## config.mk

```make
export PLATFORM = sky130hd
export DESIGN_NAME = mul_acc_flat
export DESIGN_NICKNAME = d
export VERILOG_FILES = /design/src/rtl/mul_acc_pkg.sv /design/src/rtl/mul_acc_if.sv /design/src/rtl/mul_acc_valid_delay.sv /design/src/rtl/mul_acc.sv /design/src/flat_wrapper.sv
export SDC_FILE = /design/constraint.sdc
export NUM_CORES = 1
export LEC_CHECK = 0
export CAP_MARGIN = 10
export CORE_MARGIN = 2
export CORE_UTILIZATION = 67
export DETAILED_ROUTE_END_ITERATION = 12
export DONT_BUFFER_PORTS = 1
export GPL_TIMING_DRIVEN = 0
export PLACE_DENSITY = 0.91
export REMOVE_ABC_BUFFERS = 1
export SETUP_SLACK_MARGIN = 0.2
export SYNTH_ARGS = -nofsm -noshare
export SYNTH_HDL_FRONTEND = slang
export SYNTH_SLANG_ARGS = --single-unit
```

## constraint.sdc

```tcl
create_clock -name clk -period 4.5 [get_ports clk]
set_input_delay 0.9 -clock clk [delete_from_list [all_inputs] [get_ports clk]]
set_output_delay 0.9 -clock clk [all_outputs]
set_load 0.02 [all_outputs]
```

## src/rtl/mul_acc_pkg.sv

```systemverilog
// mul_acc shared types and helpers.
// Imported by the accumulator stage and its interface.
package mul_acc_pkg;

  typedef enum logic [1:0] {
    IDLE,
    RUN,
    DRAIN,
    DONE
  } state_t;

  localparam int PROD_W = 8;

  function automatic int cnt_w(input int n);
    return $clog2(n + 1);
  endfunction

endpackage

```

## src/rtl/mul_acc_if.sv

```systemverilog
// mul_acc handshake/bus bundle.
// master = upstream/consumer side, slave = mul_acc.
interface mul_acc_if #(
  parameter int ACC_W = 16
);
  import mul_acc_pkg::*;

  logic              start;
  logic              op_valid;
  logic              op_ready;
  logic [PROD_W-1:0] p;
  logic [ACC_W-1:0]  sum;
  logic              sum_valid;
  logic              sum_ack;
  logic              ovf;
  logic              busy;

  modport master (
    output start,
    output op_valid,
    output p,
    output sum_ack,
    input  op_ready,
    input  sum,
    input  sum_valid,
    input  ovf,
    input  busy
  );

  modport slave (
    input  start,
    input  op_valid,
    input  p,
    input  sum_ack,
    output op_ready,
    output sum,
    output sum_valid,
    output ovf,
    output busy
  );

endinterface

```

## src/rtl/mul_acc_valid_delay.sv

```systemverilog
// LAT-deep 1-bit valid shift register.
// Keeps "product is real" flags aligned with mul.
module valid_delay #(
  parameter int LAT = 3
) (
  input  logic clk,
  input  logic rst_n,
  input  logic i_d,
  output logic o_q
);

  logic [LAT-1:0] r_sh;

  // shift one stage per cycle; reset drops all in-flight flags
  always_ff @(posedge clk or negedge rst_n) begin
    if (!rst_n) begin
      r_sh <= '0;
    end else begin
      r_sh <= LAT'({r_sh, i_d});
    end
  end

  assign o_q = r_sh[LAT-1];

endmodule

```

## src/rtl/mul_acc.sv

```systemverilog
// Batch accumulator downstream of the pipelined mul.
// Issues N accepts, sums N products with saturation.
module mul_acc
  import mul_acc_pkg::*;
#(
  parameter int N     = 4,
  parameter int LAT   = 3,
  parameter int ACC_W = 16
) (
  input logic      clk,
  input logic      rst_n,
  mul_acc_if.slave bus
);

  localparam int CW = cnt_w(N);
  localparam logic [CW-1:0] LAST = CW'(N - 1);

  state_t           r_state;
  logic             r_op_ready;
  logic             r_sum_valid;
  logic             r_busy;
  logic [CW-1:0]    r_iss;
  logic [CW-1:0]    r_acc;
  logic [ACC_W-1:0] r_sum;
  logic             r_ovf;

  logic             w_run;
  logic             w_drain;
  logic             w_accept;
  logic             w_pop;
  logic             w_add_en;
  logic [ACC_W:0]   w_ext;
  logic             w_carry;
  logic [ACC_W-1:0] w_sat;
  logic             w_iss_last;
  logic             w_acc_last;
  logic             w_begin;

  assign w_run    = (r_state == RUN);
  assign w_drain  = (r_state == DRAIN);
  assign w_begin  = (r_state == IDLE) & bus.start;
  assign w_accept = w_run & bus.op_valid;
  assign w_add_en = w_pop & (w_run | w_drain);

  assign w_ext   = {1'b0, r_sum} + (ACC_W + 1)'(bus.p);
  assign w_carry = w_ext[ACC_W];
  assign w_sat   = w_carry ? '1 : w_ext[ACC_W-1:0];

  assign w_iss_last = w_accept & (r_iss == LAST);
  assign w_acc_last = w_add_en & (r_acc == LAST);

  valid_delay #(
    .LAT (LAT)
  ) u_vd (
    .clk   (clk),
    .rst_n (rst_n),
    .i_d   (w_accept),
    .o_q   (w_pop)
  );

  // batch counters and saturating sum
  always_ff @(posedge clk or negedge rst_n) begin
    if (!rst_n) begin
      r_iss <= '0;
      r_acc <= '0;
      r_sum <= '0;
      r_ovf <= 1'b0;
    end else if (w_begin) begin
      r_iss <= '0;
      r_acc <= '0;
      r_sum <= '0;
      r_ovf <= 1'b0;
    end else begin
      if (w_accept) begin
        r_iss <= r_iss + CW'(1);
      end
      if (w_add_en) begin
        r_acc <= r_acc + CW'(1);
        r_sum <= w_sat;
        r_ovf <= r_ovf | w_carry;
      end
    end
  end

  // batch FSM with registered handshake outputs
  always_ff @(posedge clk or negedge rst_n) begin
    if (!rst_n) begin
      r_state     <= IDLE;
      r_op_ready  <= 1'b0;
      r_sum_valid <= 1'b0;
      r_busy      <= 1'b0;
    end else begin
      unique case (1'b1)
        (r_state == IDLE): begin
          if (bus.start) begin
            r_state    <= RUN;
            r_op_ready <= 1'b1;
            r_busy     <= 1'b1;
          end
        end
        (r_state == RUN): begin
          if (w_acc_last) begin
            r_state     <= DONE;
            r_op_ready  <= 1'b0;
            r_sum_valid <= 1'b1;
          end else if (w_iss_last) begin
            r_state    <= DRAIN;
            r_op_ready <= 1'b0;
          end
        end
        (r_state == DRAIN): begin
          if (w_acc_last) begin
            r_state     <= DONE;
            r_sum_valid <= 1'b1;
          end
        end
        (r_state == DONE): begin
          if (bus.sum_ack) begin
            r_state     <= IDLE;
            r_sum_valid <= 1'b0;
            r_busy      <= 1'b0;
          end
        end
        default: begin
          r_state     <= IDLE;
          r_op_ready  <= 1'b0;
          r_sum_valid <= 1'b0;
          r_busy      <= 1'b0;
        end
      endcase
    end
  end

  assign bus.op_ready  = r_op_ready;
  assign bus.sum_valid = r_sum_valid;
  assign bus.busy      = r_busy;
  assign bus.sum       = r_sum;
  assign bus.ovf       = r_ovf;

endmodule
```

## src/flat_wrapper.sv

```systemverilog
// flat-port wrapper written by rule: the top's interface ports become plain ports
module mul_acc_flat import mul_acc_pkg::*;
#(
  parameter int N     = 4,
  parameter int LAT   = 3,
  parameter int ACC_W = 16
)
  (clk, rst_n, bus_start, bus_op_valid, bus_p, bus_sum_ack, bus_op_ready, bus_sum, bus_sum_valid, bus_ovf, bus_busy);
  mul_acc_if #(.ACC_W(ACC_W)) bus_i ();
  input logic clk;
  input logic rst_n;
  input wire logic [$bits(bus_i.start)-1:0] bus_start;
  input wire logic [$bits(bus_i.op_valid)-1:0] bus_op_valid;
  input wire logic [$bits(bus_i.p)-1:0] bus_p;
  input wire logic [$bits(bus_i.sum_ack)-1:0] bus_sum_ack;
  output wire logic [$bits(bus_i.op_ready)-1:0] bus_op_ready;
  output wire logic [$bits(bus_i.sum)-1:0] bus_sum;
  output wire logic [$bits(bus_i.sum_valid)-1:0] bus_sum_valid;
  output wire logic [$bits(bus_i.ovf)-1:0] bus_ovf;
  output wire logic [$bits(bus_i.busy)-1:0] bus_busy;
  assign bus_i.start = bus_start;
  assign bus_i.op_valid = bus_op_valid;
  assign bus_i.p = bus_p;
  assign bus_i.sum_ack = bus_sum_ack;
  assign bus_op_ready = bus_i.op_ready;
  assign bus_sum = bus_i.sum;
  assign bus_sum_valid = bus_i.sum_valid;
  assign bus_ovf = bus_i.ovf;
  assign bus_busy = bus_i.busy;
  mul_acc #(.N(N), .LAT(LAT), .ACC_W(ACC_W)) u_core (.clk(clk), .rst_n(rst_n), .bus(bus_i));
endmodule
```

# Word-level counts from Yosys, hierarchy flattened
# Index checks and enable logic that the tools add are counted.
# word_totals
register_bits	31
output_inout_bits	20
elab_cells	64
# op_classes
n_addsub	3
n_reduce_logical	9
bitwise	10
eq_ne	10
mux	23
# op_table
operator	count
$mux W16	3
$add A16 B8 Y17	1
$mux W3	4
$mux W2	5
$pmux W1 S3	3
$reduce_and A3 Y1	3
$pmux W2 S4	1
$mux W1	7
$add A3 B1 Y3 const B	2
$eq A3 B2 Y1 const B	2
$ne A2 B2 Y1 const B	3
$and A1 B1 Y1	5
$eq A2 B2 Y1 const B	2
$reduce_and A4 Y1	1
$reduce_bool A2 Y1	2
$reduce_or A2 Y1	2
$ne A3 B3 Y1 const B	1
$not A1 Y1	3
$eq A2 B1 Y1 const B	1
$logic_not A2 Y1	1
$ne A2 B1 Y1 const B	1
$or A1 B1 Y1	2

# Longest topological paths before layout
# Gate-level depths: netlist of the first run.
# depth
word_depth	6
ltp_mapped	9
ltp_nobuf	8

# Modules after synthesis
# From an unflattened synthesis of the first run, not the netlist that was laid out.
# unflattened
cells_unflattened	192
hier_area_um2	1891.8
# modules_own_cells
module	area_per_inst_um2	cells_per_inst	n_inst
mul_acc	1816.7	189	1
valid_delay	75.1	3	1

# Least setup slack after synthesis of the first run
# OpenSTA, ideal clock, no wires.
# synth_path
kind	input port to flip-flop
startpoint	input bus_p[0]
endpoint	register u_core.r_sum[6], in the netlist u_core.bus.sum[6]
path_buffers	0
setup_time_ps	124
t_required_ps	4376
setup_slack_ps	1766
stages	8
arrival_time_ps	2610
path_cell_list	ha_1 > fa_1 > a211o_1 > a21oi_1 > o21bai_1 > or2_2 > a211oi_1 > nor2_1
# synth_between
elab_chain_cells	4
# synth_lines
element	line_no	rtl
from (decl)	flat_wrapper.sv:14	input wire logic [$bits(bus_i.p)-1:0] bus_p;
$add A16 B8 Y17	mul_acc.sv:45	assign w_ext = {1'b0, r_sum} + (ACC_W + 1)'(bus.p);
$mux W16	mul_acc.sv:47	assign w_sat = w_carry ? '1 : w_ext[ACC_W-1:0];
$mux W16	mul_acc.sv:77	if (w_add_en) begin
$mux W16	mul_acc.sv:68	end else if (w_begin) begin
to (signal assigned)	mul_acc.sv:79	r_sum <= w_sat;
to (decl)	mul_acc.sv:24	logic [ACC_W-1:0] r_sum;
# Every way passes these cells. The select of a mux whose other input is x is not followed.
# A chain may end at the register's enable or synchronous reset.

# Final worst setup path of the first run
# layout_path
startpoint	input bus_p[0]
endpoint	register u_core.r_sum[11], in the netlist u_core.bus.sum[11]
# Same word-level chain as after synthesis.

==> results of run 1 <==
==> synthesized netlist by cell type, drive strengths merged (2+ instances only) <==
master and number:
clkbuf 4, and2 3, a21o 5, or2 2, o211a 2, ha 16
o21ai 12, nor2 16, nand3 5, a311oi 3, a21oi 17, a31oi 5
buf 2, xor2 4, and3 5, nor3 5, a211oi 7, dfrtp 31
inv 9, xnor2 3, nand2 13
==> per-layer routing <==
metal | global-route usage | wire, µm | vias up
li1 | - | - | 675
met1 | 0.3236 | 1523 | 678
met2 | 0.4031 | 1721 | 39
met3 | 0.09767 | 218 | 10
met4 | 0.1122 | 81 | 0
met5 | 0 | 0 | -
==> power breakdown <==
| part | total [mW] | switching (mW) | internal, mW | leakage (nW) |
|---|---|---|---|---|
| Combinational | 0.472 | 0.278 | 0.193 | 0.466 |
| Clock | 0.168 | 0.0961 | 0.0723 | 0.0341 |
| Sequential | 0.480 | 0.121 | 0.360 | 0.416 |
| Total | 1.12 | 0.495 | 0.625 | 0.916 |
==> state kept, by name (all words and copies together) (netlist names), 2 cells and up <==
register	flops
u_core.bus.sum	16
u_core.r_acc	3
u_core.r_iss	3
u_core.r_state	2
u_core.u_vd.r_sh	3
==> area by class of cell <==
class,count,share of cell area
inverters,9,0.01817
flip-flops and latches,31,0.4172
multi-input cells,139,0.5141
clock inverters,1,0.002692
clock buffers,6,0.02759
well taps,30,0.02019
==> worst max path at each step <==
stage	from	to	slack [ns]	depth (start not counted)
2_1_floorplan	bus_p[0]	u_core.bus.sum[6]	1.77	8
3_3_place_gp	bus_p[0]	u_core.bus.sum[11]	1.60	8
3_5_place_dp	bus_p[0]	u_core.bus.sum[11]	1.58	8
4_1_cts	u_core.bus.sum[0]	u_core.bus.sum[12]	1.93	7
5_1_grt	u_core.bus.sum[0]	u_core.bus.sum[12]	1.74	7
6_report	bus_p[0]	u_core.bus.sum[11]	1.91	8
==> through the flow <==
| stage | std cells | total power, mW |
|---|---|---|
| floorplan | 179 | 0.8492 |
| global placement | 209 | 0.9177 |
| detailed placement | 209 | 0.9495 |
| CTS | 216 | 1.121 |
| global route | 216 | 1.220 |
| finish | 216 | 1.121 |
==> kinds of logic after synthesis <==
group | after synthesis
adder cells (fa/ha/maj) | 17
buffers and inverters | 15
AND/OR/NAND/NOR | 53
AO/OA/AOI/OAI | 62
flip-flops | 31
XOR/XNOR | 7
==> cells in the final DEF (no fill, tap or decap), drive strengths merged, types with 2 or more instances in the layout <==
master / n
dfrtp: 31
a21oi: 17
nor2: 16
ha: 16
nand2: 13
o21ai: 12
inv: 9
a211oi: 7
clkbuf: 6
a21o: 5
nand3: 5
a31oi: 5
nor3: 5
and3: 5
xor2: 4
xnor2: 3
a311oi: 3
and2: 3
o211a: 2
or2: 2
==> metrics.csv, run 1 <==
stage,metric,value,unit
timing,Slew @ Worst Pin,0.8301,ns
worst_setup_path,WS Path Type,in2reg,
logic_synthesis,synth top area cells,"dfrtp_1 (43%), ha_1 (11%), a21oi_1 (4.7%)",
timing,Worst Skew,0.004025,ns
worst_setup_path,reg-to-reg endpoint,u_core.bus.sum[11],
logic_synthesis,simple-gate share of the synthesized area,0.1495,
grt,gr ovfl total,0,
detailed_routing,drt pass-1 iters,4,
clocking,post-cts repair resize count,0,
timing,Slew HR,0.4432,
clocking,clk root buf,clkbuf_4,
clocking,Clock Sinks,31,
clocking,Longest Clk Path Bufs,2,
logic_synthesis,post-synth top area share,0.4312,
finish,fraction of final layout cells sized beyond drive strength 1,0.06989,
timing,Final setup viols,0,
grt,total track usage,0.2588,
clocking,CTS buffer count,5,
worst_setup_path,critical-path cell list,"ha_1, fa_1, a211o_1, a21oi_1, a21o_1, or2_1, o2111a_1, nor3_2",
placement,PortBufs,0,
clocking,hold buffers post-CTS,0,
finish,FF/Latch Area,775.7,µm²
timing,hold slack,0.2454,ns
logic_synthesis,combinational family with the most area after synthesis,compound AO/OA/AOI/OAI gates,
finish,antenna cell count,0,
worst_setup_path,CP max-delay cell,fa_1,
finish,Layout Utilization,0.7371,
power_and_ir_drop,Peak supply drop,530.2,µV
logic_synthesis,"Distinct cells, synth",44,
worst_setup_path,WP buf/inv,0,
floorplan,initial core utilization,0.7133,
logic_synthesis,Post-Synthesis Cell Area,1799,µm²
logic_synthesis,Synth Area per Inst,9.726,µm²
timing,fmax,386.5,MHz
clocking,clock-pin slew on the worst setup and hold paths,0.10,ns
logic_synthesis,top_reg_cell synth,dfrtp_1,
grt,largest net degree at the start of global routing,32,
clocking,htree depth,2,
placement,dpl ws,1.580,ns
placement,GP Congestion,0.7830,
finish,filler cell count,184,
placement,Detailed Place HPWL,2.550,mm
logic_synthesis,Synth Area in Compound Gates,0.2253,
timing,Slew Limit Fails,0,
clocking,clock insertion delay at the later pin of the skew report,0.33,ns
worst_setup_path,Worst Path Required,4.70,ns
detailed_routing,Final ANT Viol Nets,0,
worst_setup_path,Reg2Reg Depth,8,
detailed_routing,wire per inst,16.41,µm
grt,first-pass GRT wire length,6.223,mm
power_and_ir_drop,Lkg Pwr,0.9158,nW
detailed_routing,Residual DRC,0,
outcome,status,"finished, final reports clean",
worst_setup_path,Reg2Reg Setup Slack,1.93,ns
detailed_routing,total number of vias,1402,
logic_synthesis,post-synthesis mux area share,0,
finish,multi-input logic area,955.9,µm²
floorplan,Std-Cell Rows,18,
logic_synthesis,fraction of registers with async set/reset,1.000,
logic_synthesis,post-synthesis sequential area ratio,0.4312,
logic_synthesis,Post-Synthesis Cells,185,
worst_setup_path,RR Startpoint,u_core.bus.sum[0],
floorplan,Ports,33,
worst_setup_path,Worst path top cell family by delay,compound AO/OA/AOI/OAI gates,
worst_setup_path,CP Launch Type,input pin,
power_and_ir_drop,power per cell area,602.7,nW/µm²
clocking,setup bufs post-CTS,0,
worst_hold_path,Hold Path Class,in2async,
timing,fin crit share,0.5749,
timing,"Min Clock Period, post-route",2.587,ns
worst_setup_path,CP max FO,6,
worst_setup_path,crit path DAT,2.78,ns
floorplan,Die H,55.82,µm
clocking,CTS tree,built,
detailed_routing,drt initial violations,60,
logic_synthesis,post-synth top area cell,dfrtp_1,
timing,setup TNS,0,ns
timing,setup ws final,1.913,ns
timing,"Hold Vio Cnt, Final",0,
worst_setup_path,"slowest stage delay, CP",0.43,ns
floorplan,core area,2522,µm²
logic_synthesis,xor/xnor cell area share of the yosys netlist,0.03408,
placement,Post-DP Area,1803,µm²
floorplan,die span in x,55.82,µm
detailed_routing,WL final,3.545,mm
finish,Final Cell Area,1859,µm²
timing,unrepaired setup endpoints after global routing,false,
floorplan,die area,3116,µm²
worst_setup_path,Crit. End Element,register,
detailed_routing,DR vias/cell,6.491,
finish,nets,216,
logic_synthesis,Ys Warns,0,
grt,vias in the first global route,1377,
logic_synthesis,Seq cells post-synth,31,
grt,initial antenna violation count,0,
logic_synthesis,Post-synth EDFFs,0,
finish,Layout area overhead,3.338,%
logic_synthesis,adder-cell share of the synthesized area,0.1224,
job,Max Cap Viol,0,
Power figures use the tool's default switching activity.
==> inputs of run 2 (changes only) <==
- CORE_UTILIZATION: 67 -> 56
- PLACE_DENSITY: 0.91 -> 0.82
- clock period: 4.5 -> 2.2 ns (I/O delays scaled with it)
==> run 2 against run 1 <==
Compared with the run above: the flow now finishes with violations (negative setup slack); die area rose by 18%; critical path depth rose by 1; critical endpoint is now u_core.bus.ovf; non-clock buffer count rose by 14; register-to-register slack got worse by 2.0 ns; power rose by 140%; cell count rose by 13%; core utilization fell by 2.0 points; via count rose by 6.8%; critical path type is now reg2reg; global-route usage fell by 0.87 points; combinational power rose to 2.9 times the previous value.
==> metrics.csv, run 2 (synthesis gave the netlist of run 1 again) <==
stage,metric,value,unit,change
outcome,status,"finished, violations left",,"was finished, final reports clean"
outcome,failing checks,negative setup slack,,
timing,fmax,441.6,MHz,
worst_setup_path,CP max FO,3,,was 6
detailed_routing,WL final,4.347,mm,was 3.545 mm
finish,Layout area overhead,21.70,%,was 3.338%
power_and_ir_drop,Lkg Pwr,1.007,nW,was 0.9158 nW
finish,fraction of final layout cells sized beyond drive strength 1,0.2786,,was 0.06989
timing,fin crit share,1.029,,
clocking,clock insertion delay at the later pin of the skew report,0.33,ns,about the same
timing,Slew @ Worst Pin,0.8495,ns,was 0.8301 ns
floorplan,Std-Cell Rows,20,,was 18
finish,FF/Latch Area,778.2,µm²,was 775.7 µm²
finish,"commonest non-fill, non-tap cell in the layout",dfrtp_1,,unchanged
timing,setup TNS,-0.4346,ns,was 0 ns
timing,setup ws final,-0.06437,ns,was 1.913 ns
floorplan,initial core utilization,0.5893,,was 0.7133
grt,largest net degree at the start of global routing,32,,unchanged
worst_hold_path,Hold Path End,u_core.bus.busy,,
timing,Slew HR,0.4334,,was 0.4432
clocking,CTS tree,built,,unchanged
timing,unrepaired setup endpoints after global routing,true,,was false
floorplan,die area,3682,µm²,was 3116 µm²
detailed_routing,wire per inst,17.74,µm,was 16.41 µm
worst_hold_path,hold depth,2,,
finish,filler cell count,203,,was 184
worst_setup_path,Reg2Reg Setup Slack,-0.06,ns,was 1.93 ns
worst_hold_path,HP Start,bus_start,,
worst_setup_path,Crit. path cell count,9,,was 8
clocking,CTS buffer count,5,,unchanged
floorplan,core area,3053,µm²,was 2522 µm²
detailed_routing,Final ANT Viol Nets,0,,unchanged
worst_hold_path,Hold Path Class,in2reg,,was in2async
timing,"Hold Vio Cnt, Final",0,,unchanged
finish,max FFs per register,16,,unchanged
floorplan,die span in x,60.68,µm,was 55.82 µm
worst_setup_path,Crit. End Element,register,,unchanged
timing,"Min Clock Period, post-route",2.264,ns,
clocking,Longest Clk Path Bufs,2,,unchanged
grt,initial antenna violation count,0,,unchanged
placement,GP Congestion,0.7842,,was 0.7830
placement,PortBufs,0,,unchanged
floorplan,Die H,60.68,µm,was 55.82 µm
power_and_ir_drop,total power,2.741,mW,was 1.121 mW
worst_setup_path,critical-path cell list,"ha_4, fa_2, a211o_1, a21oi_4, a21o_1, buf_4, nor2_4, a21oi_2, nor2_1",,"was ha_1, fa_1, a211o_1, a21oi_1, a21o_1, or2_1, o2111a_1, nor3_2"
timing,hold slack,0.2793,ns,was 0.2454 ns
placement,Detailed Place HPWL,2.673,mm,was 2.550 mm
power_and_ir_drop,power per cell area,1252,nW/µm²,was 602.7 nW/µm²
detailed_routing,drt pass-1 iters,4,,unchanged
timing,Final setup viols,8,,was 0
detailed_routing,total number of vias,1498,,was 1402
grt,total track usage,0.2501,,was 0.2588
worst_setup_path,CP Launch Type,register,,was input pin
finish,final cell count without fillers,245,,was 216
finish,antenna cell count,0,,unchanged
worst_setup_path,Reg2Reg Depth,9,,was 8
finish,Layout Utilization,0.7172,,was 0.7371
worst_setup_path,reg-to-reg endpoint,u_core.bus.ovf,,was u_core.bus.sum[11]
detailed_routing,DR vias/cell,6.114,,was 6.491
clocking,clk root buf,clkbuf_4,,unchanged
worst_setup_path,"slowest stage delay, CP",0.49,ns,was 0.43 ns
worst_setup_path,WP buf/inv,1,,was 0
finish,"commonest non-fill, non-tap cells in the layout","dfrtp_1 (29), nor2_1 (14), ha_1 (12)",,"was dfrtp_1 (31), a21oi_1 (17), nor2_1 (16), ha_1 (16)"
detailed_routing,drt initial violations,122,,was 60
worst_setup_path,RR Startpoint,u_core.bus.sum[0],,unchanged
grt,first-pass GRT wire length,6.810,mm,was 6.223 mm
floorplan,Ports,33,,unchanged
job,Max Cap Viol,0,,unchanged
grt,gr ovfl total,0,,unchanged
worst_setup_path,crit path DAT,2.45,ns,was 2.78 ns
placement,dpl cells,223,,was 209
worst_setup_path,WS Path Type,reg2reg,,was in2reg
worst_setup_path,Worst Path Required,2.39,ns,was 4.70 ns
clocking,htree depth,2,,unchanged
finish,multi-input logic area,1130,µm²,was 955.9 µm²
clocking,Clock Sinks,31,,unchanged
worst_setup_path,Worst path top cell family by delay,compound AO/OA/AOI/OAI gates,,unchanged
grt,vias in the first global route,1509,,was 1377
timing,Slew Limit Fails,0,,unchanged
timing,Worst Skew,0.002924,ns,was 0.004025 ns
power_and_ir_drop,Peak supply drop,530.7,µV,was 530.2 µV
finish,nets,230,,was 216
clocking,clock-pin slew on the worst setup and hold paths,0.10,ns,about the same
detailed_routing,Residual DRC,0,,unchanged
worst_setup_path,CP max-delay cell,dfrtp_2,,was fa_1
## run 2: cell types whose count changed in the layout (fill, tap and decap cells not counted), moves of 3 or more
cell      delta
buf_4       +11
a211oi_2     +3
a211oi_1     -4
a21oi_1      -7
a21oi_2      +6
ha_1         -4
## run 2: routing by layer
layer  wire length [µm]  GRT usage  part of all wire  vias up
met5                  0          0                 0        -
met4                 68    0.08696             0.016        0
met3                258    0.07036             0.059       10
met2               2243     0.4101              0.52       50
met1               1776     0.3187              0.41      737
li1                   -          -                 -      701
## run 2: metrics by stage
step / worst slack, ns / area (µm²)
after floorplan: -0.1433 / 1765
after global placement: -0.3217 / 1821
after detailed placement: -0.3598 / 1821
after CTS: -0.02465 / 2038
after global routing: -0.1703 / 2190
final: -0.06437 / 2190
## run 2: how the worst max path moves through the flow
stage                                 start                  to  slack [ns]
after floorplan           u_core.bus.sum[0]   u_core.bus.sum[6]       -0.14
after global placement    u_core.bus.sum[0]  u_core.bus.sum[11]       -0.32
after detailed placement  u_core.bus.sum[0]  u_core.bus.sum[11]       -0.36
after CTS                 u_core.bus.sum[0]  u_core.bus.sum[12]       -0.02
after global routing      u_core.bus.sum[0]   u_core.bus.sum[7]       -0.17
final                     u_core.bus.sum[0]      u_core.bus.ovf       -0.06
## run 2: final cells by class
| class | instances | share of cell area |
|---|---|---|
| clock buffers | 8 | 0.03143 |
| inverters | 9 | 0.01543 |
| multi-input cells | 139 | 0.5160 |
| flip-flops and latches | 31 | 0.3554 |
| well taps | 44 | 0.02514 |
| repair buffers | 14 | 0.05657 |
## run 2: where the power goes
part	internal, mW	switching [mW]	total [mW]
clock network	0.188	0.199	0.387
registers	0.739	0.245	0.984
logic	0.593	0.776	1.37
total	1.52	1.22	2.74
## run 2: what timing repair did
item,CTS,global route
setup buffers,5,7
gates resized for setup,22,18
cloned,0,0
endpoints found under the hold margin,31,0
endpoints found under the setup margin,20,19
pin swaps,10,8
hold buffers,2,0
==> inputs of run 3 (changes only) <==
- CORE_UTILIZATION: 56 -> 62
- PLACE_DENSITY: 0.82 -> 0.86
- clock period: 2.2 -> 2.58 ns (I/O delays scaled with it)
==> run 3 against run 2 <==
Compared with the run above: the flow now finishes without violations; routed wire length fell by 12%; cell count fell by 9.8%; non-clock buffer count fell by 11; sequential share of layout area rose by 4.7 points; critical path depth fell by 1; power fell by 26%; clock power fell by 31%; die area fell by 9.0%; highest routed layer unchanged.
==> metrics.csv, run 3 (synthesis gave the netlist of run 1 again) <==
stage,metric,value,unit,change
worst_setup_path,crit path DAT,2.54,ns,was 2.45 ns
worst_setup_path,Reg2Reg Depth,8,,was 9
worst_hold_path,hold depth,2,,unchanged
grt,initial antenna violation count,0,,unchanged
grt,gr ovfl total,0,,unchanged
floorplan,Die H,57.87,µm,was 60.68 µm
finish,"commonest non-fill, non-tap cell in the layout",dfrtp_1,,unchanged
floorplan,Ports,33,,unchanged
worst_hold_path,Hold Path Class,in2reg,,unchanged
grt,first-pass GRT wire length,6.375,mm,was 6.810 mm
clocking,CTS tree,built,,unchanged
placement,PortBufs,0,,unchanged
detailed_routing,drt pass-1 iters,4,,unchanged
clocking,CTS buffer count,5,,unchanged
clocking,htree depth,2,,unchanged
grt,vias in the first global route,1461,,was 1509
timing,Slew HR,0.5113,,was 0.4334
floorplan,core area,2758,µm²,was 3053 µm²
clocking,Clock Sinks,31,,unchanged
worst_setup_path,WP buf/inv,1,,unchanged
clocking,clock-pin slew on the worst setup and hold paths,0.09,ns,was 0.10 ns
detailed_routing,Final ANT Viol Nets,0,,unchanged
timing,Slew Limit Fails,0,,unchanged
clocking,Longest Clk Path Bufs,2,,unchanged
power_and_ir_drop,total power,2.016,mW,was 2.741 mW
grt,largest net degree at the start of global routing,32,,unchanged
worst_setup_path,CP max FO,7,,was 3
job,Max Cap Viol,0,,unchanged
worst_setup_path,Worst path top cell family by delay,compound AO/OA/AOI/OAI gates,,unchanged
detailed_routing,drt initial violations,92,,was 122
floorplan,initial core utilization,0.6525,,was 0.5893
clocking,clock insertion delay at the later pin of the skew report,0.34,ns,was 0.33 ns
timing,Worst Skew,0.01390,ns,was 0.002924 ns
power_and_ir_drop,Peak supply drop,824.2,µV,was 530.7 µV
timing,setup TNS,0,ns,was -0.4346 ns
grt,total track usage,0.2545,,was 0.2501
clocking,clk root buf,clkbuf_4,,unchanged
floorplan,die area,3349,µm²,was 3682 µm²
floorplan,die span in x,57.87,µm,was 60.68 µm
worst_setup_path,CP max-delay cell,dfrtp_2,,unchanged
timing,"Hold Vio Cnt, Final",0,,unchanged
finish,max FFs per register,16,,unchanged
finish,antenna cell count,0,,unchanged
worst_setup_path,reg-to-reg endpoint,u_core.bus.sum[12],,was u_core.bus.ovf
placement,GP Congestion,0.8232,,was 0.7842
power_and_ir_drop,Lkg Pwr,0.9312,nW,was 1.007 nW
finish,nets,219,,was 230
finish,"commonest non-fill, non-tap cells in the layout","dfrtp_1 (30), a21oi_1 (16), nor2_1 (16)",,"was dfrtp_1 (29), nor2_1 (14), ha_1 (12)"
detailed_routing,DR vias/cell,6.584,,was 6.114
floorplan,Std-Cell Rows,19,,was 20
worst_setup_path,WS Path Type,reg2reg,,unchanged
detailed_routing,total number of vias,1455,,was 1498
finish,fraction of final layout cells sized beyond drive strength 1,0.1158,,was 0.2786
timing,Final setup viols,0,,was 8
timing,unrepaired setup endpoints after global routing,true,,unchanged
finish,Layout area overhead,7.441,%,was 21.70%
worst_hold_path,Hold Path End,u_core.bus.busy,,unchanged
timing,"Min Clock Period, post-route",2.299,ns,was 2.264 ns
worst_setup_path,critical-path cell list,"ha_4, fa_2, a211o_1, a21oi_4, buf_4, a211oi_2, and4b_1, a211oi_1",,"was ha_4, fa_2, a211o_1, a21oi_4, a21o_1, buf_4, nor2_4, a21oi_2, nor2_1"
power_and_ir_drop,power per cell area,1043,nW/µm²,was 1252 nW/µm²
worst_setup_path,RR Startpoint,u_core.bus.sum[0],,unchanged
worst_hold_path,HP Start,bus_start,,unchanged
outcome,status,"finished, final reports clean",,"was finished, violations left"
worst_setup_path,Reg2Reg Setup Slack,0.28,ns,was -0.06 ns
worst_setup_path,Worst Path Required,2.82,ns,was 2.39 ns
detailed_routing,wire per inst,17.38,µm,was 17.74 µm
worst_setup_path,CP Launch Type,register,,unchanged
detailed_routing,WL final,3.840,mm,was 4.347 mm
timing,fin crit share,0.8910,,was 1.029
detailed_routing,Residual DRC,0,,unchanged
timing,Slew @ Worst Pin,0.7326,ns,was 0.8495 ns
placement,Detailed Place HPWL,2.707,mm,was 2.673 mm
worst_setup_path,"slowest stage delay, CP",0.49,ns,about the same
worst_setup_path,Crit. End Element,register,,unchanged
timing,fmax,435.0,MHz,was 441.6 MHz
[run 3: cell count changes in the layout (fill, tap and decap cells not counted), sizes merged]
| cell | delta |
|---|---|
| clkbuf | -1 |
| buf | -11 |
| clkinv | +1 |
[run 3: worst max-delay path by stage]
| stage | startpoint | endpoint | slack, ns | cells past startpoint |
|---|---|---|---|---|
| after global routing | u_core.bus.sum[0] | u_core.bus.sum[12] | 0.18 | 8 |
| after floorplan | bus_p[0] | u_core.bus.sum[6] | 0.23 | 8 |
| after CTS | u_core.bus.sum[0] | u_core.bus.sum[6] | 0.20 | 8 |
| after detailed placement | u_core.bus.sum[0] | u_core.bus.sum[11] | -0.001 | 8 |
| final | u_core.bus.sum[0] | u_core.bus.sum[12] | 0.28 | 8 |
| after global placement | u_core.bus.sum[0] | u_core.bus.sum[11] | 0.05 | 8 |
[run 3: layout make-up]
type	instances	area, µm²
Tap cell	31	38.79
Timing Repair Buffer	3	37.54
Clock buffer	7	45.04
Clock inverter	1	5.005
Sequential cell	31	777.0
Fill cell	213	824.5
Inverter	9	33.78
Multi-Input combinational cell	139	996.0
[run 3: metal layers]
| metal | share of wire | GRT usage | wire, µm |
|---|---|---|---|
| met5 | 0 | 0 | 0 |
| met4 | 0.021 | 0.1130 | 81 |
| met3 | 0.053 | 0.08036 | 205 |
| met2 | 0.52 | 0.4302 | 1983 |
| met1 | 0.41 | 0.2962 | 1570 |
[run 3: worst register-to-register path, cell delays in order, from the launching register on]
cell      delay [ns]
dfrtp_2         0.49
ha_4            0.19
fa_2            0.38
a211o_1         0.30
a21oi_4         0.17
buf_4           0.14
a211oi_2        0.11
and4b_1         0.21
a211oi_1        0.21
[run 3: where the power goes]
group / leakage, nW / switching, mW / internal, mW / total [mW]
clock: 0.0293 / 0.162 / 0.106 / 0.268
sequential: 0.415 / 0.212 / 0.629 / 0.841
combinational: 0.487 / 0.537 / 0.370 / 0.907
total: 0.931 / 0.911 / 1.10 / 2.02
[run 3: repair_timing]
item                                    4_1_cts  5_1_grt
resized for setup                             5        5
hold buffers                                  2        0
hold endpoints to repair                     31        0
endpoints found under the setup margin       15       15
pin swaps                                     1        6
setup buffers                                 0        1
[run 3: stage by stage]
| stage | utilization | std cells | worst slack (ns) | area, µm² | hold WS [ns] |
|---|---|---|---|---|---|
| finish | 0.7010 | 221 | 0.2813 | 1933 | 0.3430 |
| global route | 0.7010 | 221 | 0.1843 | 1933 | 0.3448 |
| CTS | 0.6878 | 220 | 0.1986 | 1897 | 0.3313 |
| detailed placement | 0.6543 | 210 | -0.001373 | 1804 | 0.2211 |
| global placement | 0.6543 | 210 | 0.05228 | 1804 | 0.2211 |
| floorplan | - | 179 | 0.2300 | 1765 | 0.2204 |
==> edit 1: new RTL, config.mk and constraints of run 2 <==
Encoding of `state_t`: now Gray code (2 bits for 4 states).
--- a/src/rtl/mul_acc_pkg.sv
+++ b/src/rtl/mul_acc_pkg.sv
@@ -4,8 +4,8 @@
 
   typedef enum logic [1:0] {
-    IDLE,
-    RUN,
-    DRAIN,
-    DONE
+    IDLE  = 2'b00,
+    RUN   = 2'b01,
+    DRAIN = 2'b11,
+    DONE  = 2'b10
   } state_t;
 
Behaviour: no difference found for any inputs over 10 cycles, from zero or initial values and one cycle with rst_n low; not proved beyond that.
==> edit 1 against run 2 <==
Combinational power rose by 5%. Sequential share of layout area rose by 1.5 points. Power rose by 7.4%. Critical path depth fell by 2. Routed wire length fell by 5.8%. Critical path type unchanged. Synthesized area fell by 0.28%. Final cell count fell by 4.1%. Non-clock buffer count fell by 10. Cell area fell by 3.3%. Setup slack improved by 0.17 ns. Highest routed layer unchanged. Maximum frequency rose by 7.9%. Sequential cell count did not move.
==> edit 1: results (changes against run 2) <==
- Status: finished, final reports clean (was complete, but fails checks).
- The count of multi-input gates is 141 (was 139).
- The post-synthesis xor/xnor area fraction is 2.44% (was 3.41%).
- Largest cells by area after synthesis: dfrtp_1 (43%), ha_1 (8.4%), nand3_1 (4.2%) (was dfrtp_1 (43%), ha_1 (11%), a21oi_1 (4.7%)).
- The start point of the worst min-delay path is bus_sum_ack (was bus_start).
- The wire length on met2 is 2050 µm (was 2240 µm).
- The fraction of the mapped netlist area in compound gates is 22.4% (was 22.5%).
- The fraction of layout cells with a size suffix above 1 is 27.2% (was 27.9%).
- The kind of start point of the critical path was a flop (unchanged).
- The ratio of total power to cell area came to 1390 nW/µm² (was 1250 nW/µm²).
- The post-synthesis average cell area is 9.70 µm² (was 9.73 µm²).
- The count of inverters other than clock inverters in the layout is 7 (was 9).
- The violation count after the first detailed-routing iteration was 69 (was 122).
- The met1 routing resource usage after global routing was 33.7% (was 31.9%).
- The total routed wire length on the met1 layer was 1740 µm (was 1780 µm).
- The non-clock buffering overhead in the final layout is 2.13% (was 5.66%).
- The standby leakage power is 0.934 nW (was 1.01 nW).
- The final routed wire length divided by cell count is 17.4 µm (was 17.7 µm).
- The data arrival time of the critical path is 2.30 ns (was 2.45 ns).
- The global placement routability congestion is 0.895 (was 0.784).
- The relative contribution of combinational cells to total power is 48.9% (was 50.0%).
- The area share of fa/ha/maj cells after synthesis came to 9.48% (was 12.2%).
- The count of distinct cell types in the synthesized netlist came to 47 (was 44).
- The highest ir drop seen on vdd is 0.650 mV (was 0.531 mV).
- The overall track demand over capacity in global routing is 24.8% (was 25.0%).
- The number of instances resized during post-cts repair came to 26 (was 22).
- The first-pass GRT wire length is 6710 µm (was 6810 µm).
- Ranking of synthesized cells by instance count: dfrtp_1 (31), nand3_1 (15), nor2_1 (13) (was dfrtp_1 (31), a21oi_1 (17), ha_1 (16), nor2_1 (16)).
- The number of non-clock buffers is 4 (was 14).
- The clock skew after layout is 0.0124 ns (was 0.00292 ns).
- The max-slew headroom at the worst pin is 66.4% (was 43.3%).
- The switching component of the power is 1.41 mW (was 1.22 mW).
- The final-layout clock buffer total is 6 (was 8).
- The share of the yosys chip area belonging to registers is 43.2% (was 43.1%).
- The number of cells in the finished layout apart from fillers is 235 (was 245).
- The ratio of routed vias to standard cells is 6.46 (was 6.11).
- The buffers inserted during post-CTS setup optimization was 2 (was 5).
- The met2 track demand over resource in global routing is 37.3% (was 41.0%).
- The number of inserted filler cells in the final layout came to 237 (was 203).
- The via count of the first global-routing pass is 1,441 (was 1,509).
- The fraction of area in registers is 37.0% (was 35.5%).
- The relative contribution of the clock network to total power came to 10.9% (was 14.1%).
- The combined area of the multi-input logic cells is 1150 µm² (was 1130 µm²).
-- edit 1: cell types whose count changed after synthesis, moves of 3 or more --
cell      before  now
a311oi_1       3    0
o311ai_0       1    4
ha_1          16   12
nand3_1        5   15
a211oi_1       7    4
a21oi_1       17   11
o211ai_1       1    5
nor2_1        16   13
-- edit 1: worst paths after layout --
| kind | endpoint | slack, ns | cells past startpoint |
|---|---|---|---|
| max in group asynchronous | u_core.bus.sum[9]$_DFFE_PN0P_ | 1.47 | 2 |
| min in group asynchronous | u_core.bus.busy$_DFFE_PN0P_ | 0.54 | 2 |
| worst max-delay path | u_core.bus.sum[14]$_DFFE_PN0P_ | 0.10 | 7 |
| worst min register to register | u_core.u_vd.r_sh[1]$_DFF_PN0_ | 0.36 | 0 |
| worst max register to register | u_core.bus.sum[14]$_DFFE_PN0P_ | 0.10 | 7 |
| worst min-delay path | u_core.bus.sum_valid$_DFFE_PN0P_ | 0.21 | 1 |
==> edit 2: new RTL, flow settings as in run 2 <==
Without the edit above. The package constant `PROD_W` goes from 8 to 12.
--- a/src/rtl/mul_acc_pkg.sv
+++ b/src/rtl/mul_acc_pkg.sv
@@ -10,5 +10,5 @@
   } state_t;
 
-  localparam int PROD_W = 8;
+  localparam int PROD_W = 12;
 
   function automatic int cnt_w(input int n);
Interface: changed (resized bus_p); port bits go from 33 to 37. The function was not compared with the original's and may differ.
==> edit 2 against run 2 <==
The flow still finishes with violations (setup timing). Sequential share of layout area down 1.7 points. Setup slack worse by 0.34 ns. Global-route usage down 2.3 points. Non-clock buffer count up 3. Synthesized area up 7.6%. Die area up 7.1%. Sequential cell count unchanged. Cell area up 4.9%. Routed wire length down 1.2%. Power up 17%. Sequential power up 12%. Highest routed layer unchanged.
==> edit 2: results (changes against run 2) <==
- Status: complete, but fails checks (unchanged).
- Violated checks: setup timing (unchanged).
- The standby leakage power is 1.07 nW (was 1.01 nW).
- The biggest fanout along the worst timing path came to 11 (was 3).
- Largest cells by area after synthesis: dfrtp_1 (40%), ha_1 (13%), a21oi_1 (6.2%) (was dfrtp_1 (43%), ha_1 (11%), a21oi_1 (4.7%)).
- The number of nets in the final layout is 260 (was 230).
- The HPWL after detailed placement came to 2670 µm (about the same).
- The detailed-routing iteration count for the pre-antenna-repair pass is 5 (was 4).
- The sequential power is 1.10 mW (was 0.984 mW).
- The internal power of the cells came to 1.78 mW (was 1.52 mW).
- The highest ir drop seen on vdd came to 0.803 mV (was 0.531 mV).
- The transition time at the pin with the least slew margin is 0.455 ns (was 0.849 ns).
- The overall track demand over capacity in global routing was 22.7% (was 25.0%).
- The worst-case setup margin in the final layout is -0.407 ns (was -0.0644 ns).
- The met3 track utilization from global routing is 6.31% (was 7.04%).
- The share of the yosys chip area belonging to registers is 40.1% (was 43.1%).
- The cell with the biggest individual delay on the critical path is dfrtp_2 (unchanged).
- The number of instances resized during post-cts repair is 11 (was 22).
- The placement-stage cell area is 1960 µm² (was 1820 µm²).
- The violation count after the first detailed-routing iteration was 81 (was 122).
- The first-pass GRT wire length is 7110 µm (was 6810 µm).
- The count of distinct cell types in the synthesized netlist came to 39 (was 44).
- The met2 track demand over resource in global routing is 36.8% (was 41.0%).
- The clock skew after layout was 0.00910 ns (was 0.00292 ns).
- The met3 layer wire length in the routed design is 255 µm (was 258 µm).
- The accumulated negative setup slack came to -6.25 ns (was -0.435 ns).
- The number of inserted filler cells in the final layout is 251 (was 203).
- The routed wire length is 4290 µm (was 4350 µm).
- The met1 routing resource usage after global routing is 28.2% (was 31.9%).
- The wire length on met2 came to 2030 µm (was 2240 µm).
- The global placement routability congestion is 0.882 (was 0.784).
- The relative contribution of combinational cells to total power came to 50.9% (was 50.0%).
- The final setup violation count came to 17 (was 8).
[edit 2: cell type report]
| cell class | count | area (µm²) | area share, % |
|---|---|---|---|
| clock buffers | 6 | 51.3 | 2.23 |
| clock inverters | 2 | 35.0 | 1.53 |
| inverters | 11 | 41.3 | 1.80 |
| multi-input cells | 156 | 1180 | 51.4 |
| flip-flops and latches | 31 | 777 | 33.8 |
| well taps | 46 | 57.6 | 2.51 |
| repair buffers | 17 | 155 | 6.75 |
[edit 2: stage by stage]
step           std cells  power (mW)  worst slack [ns]  util (%)
2_1_floorplan        197        2.14            -0.431         -
3_3_place_gp         243        2.35            -0.712      58.9
3_5_place_dp         243        2.40            -0.751      58.9
4_1_cts              258        3.06            -0.413      65.5
5_1_grt              269        3.48            -0.498      68.8
6_report             269        3.21            -0.407      68.8
[edit 2: cells by family after synthesis]
kind of cell,share of synthesized area (%)
xor+xnor,5.43
simple gates,12.3
mux,0.517
buf+inv,3.68
fa+ha+maj,14.0
compound gates,24.0
flops,40.1
[edit 2: final timing paths]
path / startpoint / end / slack, ns / cells past startpoint
worst max register to register: u_core.bus.sum[0]$_DFFE_PN0P_ / u_core.bus.sum[1]$_DFFE_PN0P_ / -0.41 / 9
max in group asynchronous: rst_n / u_core.bus.sum[0]$_DFFE_PN0P_ / 1.48 / 2
worst max-delay path: u_core.bus.sum[0]$_DFFE_PN0P_ / u_core.bus.sum[1]$_DFFE_PN0P_ / -0.41 / 9
min in group asynchronous: rst_n / u_core.bus.sum[6]$_DFFE_PN0P_ / 0.53 / 2
worst min-delay path: bus_start / u_core.bus.busy$_DFFE_PN0P_ / 0.28 / 2
worst min register to register: u_core.u_vd.r_sh[0]$_DFF_PN0_ / u_core.u_vd.r_sh[1]$_DFF_PN0_ / 0.36 / 0
